## config.mk

```make
export PLATFORM = sky130hd
export DESIGN_NAME = shift_seq
export DESIGN_NICKNAME = d
export VERILOG_FILES = /design/src/rtl/shift_seq.sv
export SDC_FILE = /design/constraint.sdc
export NUM_CORES = 1
export LEC_CHECK = 0
export ABC_CLOCK_PERIOD_IN_PS = 4400
export BUFFER_PORTS_ARGS = -buffer_cell sky130_fd_sc_hd__buf_2
export CAP_MARGIN = 20
export CORE_ASPECT_RATIO = 0.9
export CORE_MARGIN = 2
export CORE_UTILIZATION = 45
export CTS_BUF_LIST = sky130_fd_sc_hd__clkbuf_8
export DETAILED_ROUTE_END_ITERATION = 10
export GPL_ROUTABILITY_DRIVEN = 1
export PLACE_DENSITY = 0.83
export SLEW_MARGIN = 40
export SYNTH_ARGS = -nofsm -noshare
export SYNTH_HDL_FRONTEND = slang
export SYNTH_SLANG_ARGS = --single-unit
```

## constraint.sdc

```tcl
create_clock -name clk_i -period 4.4 [get_ports clk_i]
set_input_delay 0.88 -clock clk_i [delete_from_list [all_inputs] [get_ports clk_i]]
set_output_delay 0.88 -clock clk_i [all_outputs]
set_load 0.005 [all_outputs]
```

## src/rtl/shift_seq.sv

```systemverilog
// shift_seq: sequences an external 8-bit shifter through load, amt shift cycles and a result capture.
// Optional abort input is compiled in when SHIFT_SEQ_ABORT_EN is defined.
module shift_seq (
  input  logic       clk_i,
  input  logic       rst_n_i,
  input  logic       start_i,
  input  logic       dir_i,
  input  logic       mode_i,
  input  logic [2:0] amt_i,
  input  logic [7:0] din_i,
  input  logic       carry_in_i,
`ifdef SHIFT_SEQ_ABORT_EN
  input  logic       abort_i,
`endif
  output logic [1:0] sh_s_o,
  output logic       sh_m_o,
  output logic       sh_co_o,
  output logic [7:0] sh_d_o,
  input  logic [7:0] sh_q_i,
  input  logic       sh_cn_i,
  output logic       busy_o,
  output logic       done_o,
  output logic [7:0] result_o,
  output logic       cout_o
);

  typedef enum logic [1:0] {
    IDLE  = 2'd0,
    LOAD  = 2'd1,
    SHIFT = 2'd2,
    DONE  = 2'd3
  } state_e;

  // Request captured at acceptance; everything downstream works from this copy.
  typedef struct packed {
    logic       dir;
    logic       mode;
    logic [2:0] amt;
    logic [7:0] din;
    logic       cin;
  } req_t;

  state_e     state_q, state_d;
  req_t       req_q, req_d;
  logic [2:0] cnt_q, cnt_d;
  logic       done_q, done_d;
  logic [7:0] result_q, result_d;
  logic       cout_q, cout_d;
  logic       abort_w;

`ifdef SHIFT_SEQ_ABORT_EN
  assign abort_w = abort_i;
`else
  assign abort_w = 1'b0;
`endif

  always_ff @(posedge clk_i or negedge rst_n_i) begin
    if (!rst_n_i) begin
      state_q  <= IDLE;
      req_q    <= '0;
      cnt_q    <= 3'd0;
      done_q   <= 1'b0;
      result_q <= 8'h00;
      cout_q   <= 1'b0;
    end else begin
      state_q  <= state_d;
      req_q    <= req_d;
      cnt_q    <= cnt_d;
      done_q   <= done_d;
      result_q <= result_d;
      cout_q   <= cout_d;
    end
  end

  always_comb begin
    state_d  = state_q;
    req_d    = req_q;
    cnt_d    = cnt_q;
    done_d   = 1'b0;
    result_d = result_q;
    cout_d   = cout_q;
    unique case (state_q)
      IDLE: begin
        if (start_i) begin
          req_d.dir  = dir_i;
          req_d.mode = mode_i;
          req_d.amt  = amt_i;
          req_d.din  = din_i;
          req_d.cin  = carry_in_i;
          state_d    = LOAD;
        end
      end
      LOAD: begin
        if (abort_w) begin
          state_d = IDLE;
        end else if (req_q.amt == 3'd0) begin
          state_d = DONE;
        end else begin
          cnt_d   = req_q.amt;
          state_d = SHIFT;
        end
      end
      SHIFT: begin
        if (abort_w) begin
          cnt_d   = 3'd0;
          state_d = IDLE;
        end else begin
          cnt_d = cnt_q - 3'd1;
          if (cnt_q == 3'd1) state_d = DONE;
        end
      end
      DONE: begin
        // With no shifts the shifter carry was never driven by a shift, so use the operand carry.
        result_d = sh_q_i;
        cout_d   = (req_q.amt == 3'd0) ? req_q.cin : sh_cn_i;
        done_d   = 1'b1;
        state_d  = IDLE;
      end
      default: state_d = IDLE;
    endcase
  end

  always_comb begin
    sh_s_o = 2'b00;
    unique case (state_q)
      LOAD:    sh_s_o = 2'b11;
      SHIFT:   sh_s_o = req_q.dir ? 2'b01 : 2'b10;
      default: sh_s_o = 2'b00;
    endcase
  end

  assign sh_m_o   = req_q.mode;
  assign sh_co_o  = req_q.cin;
  assign sh_d_o   = req_q.din;
  assign busy_o   = (state_q != IDLE);
  assign done_o   = done_q;
  assign result_o = result_q;
  assign cout_o   = cout_q;

endmodule

```

* After elaboration in Yosys (flattened, before gate mapping)
Index checks and enable logic that the tools add are counted.
W data, S select, Z words.
** Operators by class
- $add $sub $neg :: 1
- Eq/ne operators :: 7
- Mux-type cells :: 10
- Reductions and logical operators :: 7
** Operators by type and width (number)
- $pmux W2 S4 :: 1
- $mux W2 :: 3
- $ne A2 B2 Y1 const B :: 3
- $pmux W3 S2 :: 1
- $reduce_and A2 Y1 :: 3
- $eq A2 B2 Y1 const B :: 2
- $pmux W2 S2 :: 1
- $reduce_bool A2 Y1 :: 2
- $eq A3 B1 Y1 const B :: 1
- $logic_not A3 Y1 :: 1
- $mux W1 :: 3
- $mux W3 :: 1
- $sub A3 B1 Y3 const B :: 1
- $eq A2 B1 Y1 const B :: 1
- $logic_not A2 Y1 :: 1
** Word-level totals
- Flip-flop bits (word level) :: 29
- Output and inout port bits :: 23

* Logic depth before layout (Yosys ltp)
Gate-level depths: netlist (run 1).
- Word-level depth :: 3
- Depth in mapped cells :: 6
- Mapped depth without buffers :: 5

* Least setup slack after synthesis (run 1)
No wires, ideal clock.
- Path type :: reg-to-output
- Start :: register state_q[0]
- End :: output sh_s_o[0]
- Data arrival time :: 1.027 ns
- Setup slack :: 2.493 ns
- Cell stages (with the launch flop) :: 6
- Path through :: dfrtp_1 > inv_1 > ha_1 > buf_2 > a21oi_1 > nor2b_1
** On the way
- Cells in the longest elaborated chain, start to end :: 2
** Ends and longest elaborated chain
- start, declared :: line 43 : state_e state_q, state_d;
- start signal, assigned :: line 66 : state_q <= state_d;
- $eq A2 B2 Y1 / $eq A2 B1 Y1 (equally long branches) :: line 125 : unique case (state_q)
- $pmux W2 S2 (*) :: line 125
- end, declared :: line 15 : output logic [1:0] sh_s_o,
Mark *: on every way between the ends. The rest lies on a longest branch, timed or not.

* Worst setup path in the final report (run 1)
Same ends and word-level chain as after synthesis.

==> results of run 1 <==
[final timing paths]
path / depth (start not counted) / startpoint / slack (ns) / end
max: 5 / state_q[0] / 2.01 / sh_s_o[0]
min: 1 / result_o[1] / 0.50 / result_o[1]
max reg2reg: 4 / state_q[1] / 2.62 / sh_d_o[0]
min reg2reg: 1 / result_o[1] / 0.50 / result_o[1]
max in group asynchronous: 1 / rst_n_i / 3.37 / result_o[5]
min in group asynchronous: 1 / rst_n_i / 0.62 / result_o[0]
[cells by family (layout without fill, tap and decap cells)]
| group | after synthesis | after routing | synth area share [%] |
|---|---|---|---|
| AO/OA/AOI/OAI | 13 | 13 | 6.23 |
| adder cells (fa/ha/maj) | 8 | 8 | 7.22 |
| buffers and inverters | 17 | 61 | 7.04 |
| flip-flops | 29 | 29 | 52.3 |
| multiplexers | 24 | 24 | 19.4 |
| AND/OR/NAND/NOR | 18 | 18 | 7.76 |
[flip-flops by register name, indices dropped and copies added, names as in the netlist]
register / cells
sh_m_o: 1
cout_o: 1
req_q: 4
result_o: 8
sh_co_o: 1
state_q: 2
done_o: 1
sh_d_o: 8
cnt_q: 3
[synthesized netlist by cell type]
| cell type | count | area, sq um |
|---|---|---|
| mux2i_1 | 1 | 10.0 |
| mux2_1 | 1 | 11.3 |
| mux2_2 | 22 | 248 |
| a21oi_1 | 3 | 15.0 |
| nand2b_1 | 1 | 6.26 |
| o32ai_1 | 1 | 8.76 |
| buf_2 | 3 | 15.0 |
| a211o_1 | 1 | 8.76 |
| o21ai_0 | 3 | 15.0 |
| ha_1 | 8 | 100 |
| or2_1 | 1 | 6.26 |
| o21a_1 | 1 | 7.51 |
| nor3_1 | 2 | 10.0 |
| nor2b_1 | 4 | 25.0 |
| a211oi_1 | 1 | 7.51 |
| buf_4 | 8 | 60.1 |
| nor4b_4 | 1 | 23.8 |
| nor4_1 | 1 | 6.26 |
| nand2_1 | 4 | 15.0 |
| dfrtp_1 | 29 | 726 |
| a2bb2oi_1 | 1 | 8.76 |
| inv_1 | 6 | 22.5 |
| o31ai_1 | 2 | 15.0 |
| nor2_1 | 4 | 15.0 |
[metrics by stage]
step / power (mW) / utilization (%) / setup slack, ns / std cells
after global placement: 1.02 / 53.6 / 2.35 / 188
final: 1.26 / 56.4 / 2.01 / 195
after detailed placement: 1.06 / 53.6 / 2.30 / 188
after CTS: 1.28 / 56.4 / 1.99 / 195
after global routing: 1.36 / 56.4 / 1.87 / 195
after floorplan: 0.905 / - / 2.49 / 109
[routing by layer]
| metal | track usage [%] | wire length [um] | part of all wire [%] | vias up |
|---|---|---|---|---|
| li1 | - | - | - | 453 |
| met1 | 17.1 | 1030 | 40 | 471 |
| met2 | 27.5 | 1400 | 55 | 20 |
| met3 | 4.81 | 94 | 3.7 | 4 |
| met4 | 10.5 | 49 | 1.9 | 0 |
| met5 | 0 | 0 | 0 | - |
[final cells by class]
| cell class | instances | area [sq um] | share of cell area [%] |
|---|---|---|---|
| clock buffer | 6 | 82.6 | 4.89 |
| inverter | 6 | 22.5 | 1.33 |
| multi-input combinational | 63 | 563 | 33.3 |
| timing repair buffer | 48 | 240 | 14.2 |
| clock inverter | 1 | 3.75 | 0.222 |
| sequential | 29 | 726 | 42.9 |
| tap | 42 | 52.6 | 3.11 |
[power by group through the flow]
stage	Sequential [mW]	Combinational, mW	Clock [mW]
after global placement	0.494	0.530	0
after detailed placement	0.506	0.554	0
after global routing	0.520	0.609	0.230
after floorplan	0.493	0.412	0
after CTS	0.503	0.556	0.221
final	0.501	0.546	0.214
==> summary.txt, run 1 <==
Clocking
  • Root Buffer: clkbuf_8
  • CTS Buffer Depth: 2
  • Worst-path clk slew: around 0.06 ns
  • CTS buffer count: 5
  • CTS tree: built
  • Setup Fix Bufs, Post-CTS: 0
  • # resized after CTS: 0
  • Worst skew pair latency: approximately 0.28 ns
  • Clock sink count: 29
  • Htree depth: 2
  • CTS Hold Buffers Added: 0

Floorplanning
  • Starting Density: 46.3%
  • IO Pins: 49
  • Chip width: 62.5 um
  • Site row count: 19
  • Die Height: approximately 57 um
  • Die area: between 3000 and 4000 sq um
  • Core area: ~3000 sq um

STA
  • RSZ-0062 raised after global routing: no
  • Worst Tran Pin Value: 0.632 ns
  • Final Max Tran Viols: 0
  • Tmin final: about 2.4 ns
  • Final Hold Violating Endpoints: 0
  • Skew final: 0.00688 ns
  • Fin Setup TNS: 0 ns
  • FMAX: between 0.4 and 0.5 GHz
  • Fin crit share: a little over half
  • Fin Hold WS: 0.497 ns
  • Final setup fails: 0
  • Slew HR: 57.9%

Run status
  • Status: finished, final reports clean

Setup path
  • Worst setup SP type: flip-flop
  • Critical path peak fanout: 10
  • CP Class: flip-flop to output pin
  • CP delay by family, top: flip-flops
  • Critical path's slowest cell: dfrtp_1
  • WP data required: 3.52 ns
  • Worst path bufs/invs: 2
  • Crit path largest cell delay: about 0.4 ns
  • Critical Path AT: 1.51 ns
  • Worst-path cell chain: inv_1, ha_1, a21oi_1, nor2b_1, buf_2
  • Worst setup EP type: output pin

Logic synthesis
  • Cell area after synthesis: between 1000 and 1500 sq um
  • Cell variety after synth: 24
  • Gate Count Post-Synth: 109
  • Synth Warn #: 0
  • Synth Area per Inst: 12.7 sq um
  • Yosys reg bits: 29
  • Post-synthesis sequential area ratio: a little over half
  • Synthesized Nets: between 100 and 150

Layout
  • Commonest non-fill, non-tap cell in the layout: buf_2
  • Area Overhead vs Synth: 21.9%
  • # diodes: 0
  • Layout cells sized above 1: between 50% and 60%
  • Filler Cell Count: around 270
  • Final instance area: ~1700 sq um
  • Most frequent cells in the layout: buf_2 (48), dfrtp_1 (29), mux2_2 (22), ha_1 (8), inv_1 (7)
  • Layout net count: between 150 and 200

Global route
  • GR Util All Layers: about 16%
  • First-pass GRT wire length: approximately 4.2 mm
  • GRT overflow: 0
  • Initial antenna violation count: 0
  • Number of global-route vias before repair: roughly 960
  • Largest net degree at the start of global routing: 30

Detailed routing
  • Wire length per cell: ~13 um
  • 1st-pass router iterations: 4
  • Antenna viol nets, final: 0
  • Via count: ~950
  • Final wirelength: around 2.6 mm
  • Starting DRT DRC Count: 20
  • Vias per cell: 4.86
  • Drt drc: 0

Placed design
  • Cell Area, Placed: between 1500 and 2000 sq um
  • Gpl congestion: a little under 0.9
  • DP HPWL: around 2 mm
  • Port Buffers: between 40 and 50

Power
  • Int Power: roughly 0.83 mW
  • Sw frac: between 30% and 40%
  • Switching power: around 0.43 mW
  • Comb power frac: ~43%
  • Clock share of power: between 10% and 20%
  • Worst vdd rail ir drop: between 0.3 and 0.4 mV
  • Pwr Density: approximately 750 nW/um^2
  • Flop pwr share: around two fifths
  • Pleak: about 0.83 nW

Job
  • Number of max-cap violations: 0

Worst hold path
  • HP Class: flip-flop to flip-flop
(Power assumes the default switching activity.)
==> inputs of run 2 (changes only) <==
--- a/config.mk
+++ b/config.mk
@@ -5,7 +5,7 @@
 export SDC_FILE = /design/constraint.sdc
 export NUM_CORES = 1
 export LEC_CHECK = 0
-export ABC_CLOCK_PERIOD_IN_PS = 4400
+export ABC_CLOCK_PERIOD_IN_PS = 1900
 export BUFFER_PORTS_ARGS = -buffer_cell sky130_fd_sc_hd__buf_2
 export CAP_MARGIN = 20
 export CORE_ASPECT_RATIO = 0.9
@@ -14,7 +14,7 @@
 export CTS_BUF_LIST = sky130_fd_sc_hd__clkbuf_8
 export DETAILED_ROUTE_END_ITERATION = 10
 export GPL_ROUTABILITY_DRIVEN = 1
-export PLACE_DENSITY = 0.83
+export PLACE_DENSITY = 0.86
 export SLEW_MARGIN = 40
 export SYNTH_ARGS = -nofsm -noshare
 export SYNTH_HDL_FRONTEND = slang
==> constraint.sdc (replaced) <==
create_clock -name clk_i -period 1.9 [get_ports clk_i]
set_input_delay 0.38 -clock clk_i [delete_from_list [all_inputs] [get_ports clk_i]]
set_output_delay 0.38 -clock clk_i [all_outputs]
set_load 0.005 [all_outputs]
==> run 2 against run 1 <==
Compared with the run above: clock skew is 0.0039 ns lower; total power increased by 140%; first-iteration DRC count grew 120%; final area increased by 1.3%; critical path depth stayed put; sequential power up 140%; clock power up 130%; count of clock-buffer cells in the layout is the same; critical path type unchanged.
==> summary.txt, run 2 (synthesis gave the netlist of run 1 again) <==
Run status
  • Status: finished, final reports clean

Power
  • Flop pwr share: 39.1% (-0.6 points)
  • Int Power: 1.95 mW (+130%)
  • Comb power frac: 44.4% (+1.1 points)
  • Pleak: 0.832 nW (+0.25%)
  • Sw frac: 35.2% (+1.2 points)
  • Clock share of power: 16.4% (-0.5 points)
  • Switching power: 1.06 mW (+150%)
  • Worst vdd rail ir drop: 0.737 mV (+120%)
  • Pwr Density: 1760 nW/um^2 (+140%)

Setup path
  • Worst setup SP type: flip-flop
  • Critical Path AT: 1.43 ns (-0.08 ns)
  • CP Class: flip-flop to output pin
  • Worst setup EP type: output pin
  • Critical path peak fanout: 5 (-5)
  • WP data required: 1.52 ns (-2.00 ns)

STA
  • Final setup fails: 0 (unchanged)
  • Final Hold Violating Endpoints: 0 (unchanged)
  • RSZ-0062 raised after global routing: no
  • Skew final: 0.00298 ns (-0.00389 ns)
  • Slew HR: 57.0% (-0.86 points)
  • Fin Hold WS: 0.125 ns (-0.373 ns)
  • Worst Tran Pin Value: 0.644 ns (+0.0129 ns)
  • FMAX: about 0.55 GHz
  • Fin Setup TNS: 0 ns (unchanged)
  • Final Max Tran Viols: 0 (unchanged)
  • Fin crit share: between 90% and 100%
  • Tmin final: about 1.8 ns

Clocking
  • CTS buffer count: 5 (unchanged)
  • Clock sink count: 29 (unchanged)
  • Worst skew pair latency: 0.27 ns (about the same)
  • CTS Buffer Depth: 2 (unchanged)
  • Root Buffer: clkbuf_8
  • Worst-path clk slew: 0.06 ns (about the same)
  • CTS tree: built
  • Setup Fix Bufs, Post-CTS: 0 (unchanged)
  • Htree depth: 2 (unchanged)
  • CTS Hold Buffers Added: 0 (unchanged)

Layout
  • Filler Cell Count: 260 (-4.8%)
  • Most frequent cells in the layout: buf_2 (48), dfrtp_1 (28), mux2_2 (22), ha_1 (7)
  • Finished Core Util: 57.1% (+0.71 points)
  • Commonest non-fill, non-tap cell in the layout: buf_2
  • Layout cells sized above 1: 52.6% (+2.3 points)
  • Area Overhead vs Synth: 23.5%
  • Layout net count: 188 (+0.53%)
  • # diodes: 0 (unchanged)

Detailed routing
  • Final wirelength: 2.81 mm (+9.1%)
  • Wire length per cell: 14.3 um (+8.6%)
  • Via count: 977 (+3.1%)
  • Vias per cell: 4.98 (+2.5%)
  • Starting DRT DRC Count: 44 (+120%)
  • 1st-pass router iterations: 4 (unchanged)
  • Drt drc: 0 (unchanged)
  • Antenna viol nets, final: 0 (unchanged)

Floorplanning
  • Chip width: 62.5 um (unchanged)
  • Die area: 3540 sq um (unchanged)
  • Site row count: 19 (unchanged)
  • Die Height: 56.7 um (unchanged)
  • Core area: 3000 sq um (unchanged)
  • Starting Density: 46.3% (unchanged)
  • IO Pins: 49 (unchanged)

Worst hold path
  • HP Class: input pin to async pin

Global route
  • First-pass GRT wire length: 4.48 mm (+6.1%)
  • Number of global-route vias before repair: 975 (+1.9%)
  • GR Util All Layers: 17.0% (+1.0 points)
  • GRT overflow: 0 (unchanged)
  • Largest net degree at the start of global routing: 30 (unchanged)
  • Initial antenna violation count: 0 (unchanged)

Placed design
  • Gpl congestion: 0.889 (-0.67%)
  • Port Buffers: 48 (unchanged)
  • DP HPWL: 2.02 mm (+2.2%)

Job
  • Number of max-cap violations: 0 (unchanged)
[run 2: cell types whose count changed in the layout (fill, tap and decap cells not counted), sizes merged]
cell | before | now
buf | 48 | 49
[run 2: final cells by class]
cell class              instances  area, sq um  share of cell area, %
clock inverters                 1         3.75                  0.219
flip-flops and latches         29          727                   42.5
repair buffers                 49          248                   14.5
well taps                      42         52.6                   3.07
inverters                       6         22.5                   1.32
clock buffers                   6         82.6                   4.82
multi-input cells              63          576                   33.6
[run 2: what timing repair did]
action,in CTS,in global routing
resized for setup,1,3
pin swaps,0,0
endpoints found under the setup margin,1,2
[run 2: power groups by stage]
stage / Sequential (mW) / Combinational (mW) / Clock [mW]
3_3_place_gp: 1.14 / 1.22 / 0
3_5_place_dp: 1.17 / 1.30 / 0
2_1_floorplan: 1.14 / 0.954 / 0
4_1_cts: 1.17 / 1.32 / 0.511
5_1_grt: 1.22 / 1.47 / 0.537
6_report: 1.18 / 1.34 / 0.496
[run 2: per-layer routing]
| metal | GRT usage [%] | part of all wire (%) |
|---|---|---|
| met5 | 0 | 0 |
| met4 | 12.4 | 4.0 |
| met3 | 5.41 | 4.5 |
| met2 | 27.8 | 52 |
| met1 | 18.8 | 39 |
[run 2: worst max-delay path: stages (launching register included)]
cell and delay (ns):
dfrtp_1 0.42, inv_2 0.11, ha_1 0.22, nor2b_1 0.13, o21a_1 0.16, buf_2 0.12
[run 2: final timing paths]
check	start	endpoint	slack [ns]	depth (start not counted)
worst min-delay path	rst_n_i	sh_d_o[3]	0.12	1
worst min register to register	sh_d_o[0]	sh_d_o[0]	0.50	1
max in group asynchronous	rst_n_i	state_q[1]	1.32	1
min in group clk_i	din_i[5]	sh_d_o[5]	0.32	2
worst max-delay path	state_q[0]	sh_s_o[1]	0.09	5
worst max register to register	state_q[1]	cnt_q[2]	0.26	5
[run 2: through the flow]
step / worst slack, ns / total power, mW / cells / instance area [sq um]
3_5_place_dp: 0.276 / 2.48 / 189 / 1610
6_report: 0.0862 / 3.02 / 196 / 1710
5_1_grt: 0.000596 / 3.22 / 196 / 1710
2_1_floorplan: 0.387 / 2.10 / 109 / 1390
4_1_cts: 0.0398 / 3.00 / 196 / 1700
3_3_place_gp: 0.347 / 2.36 / 189 / 1610
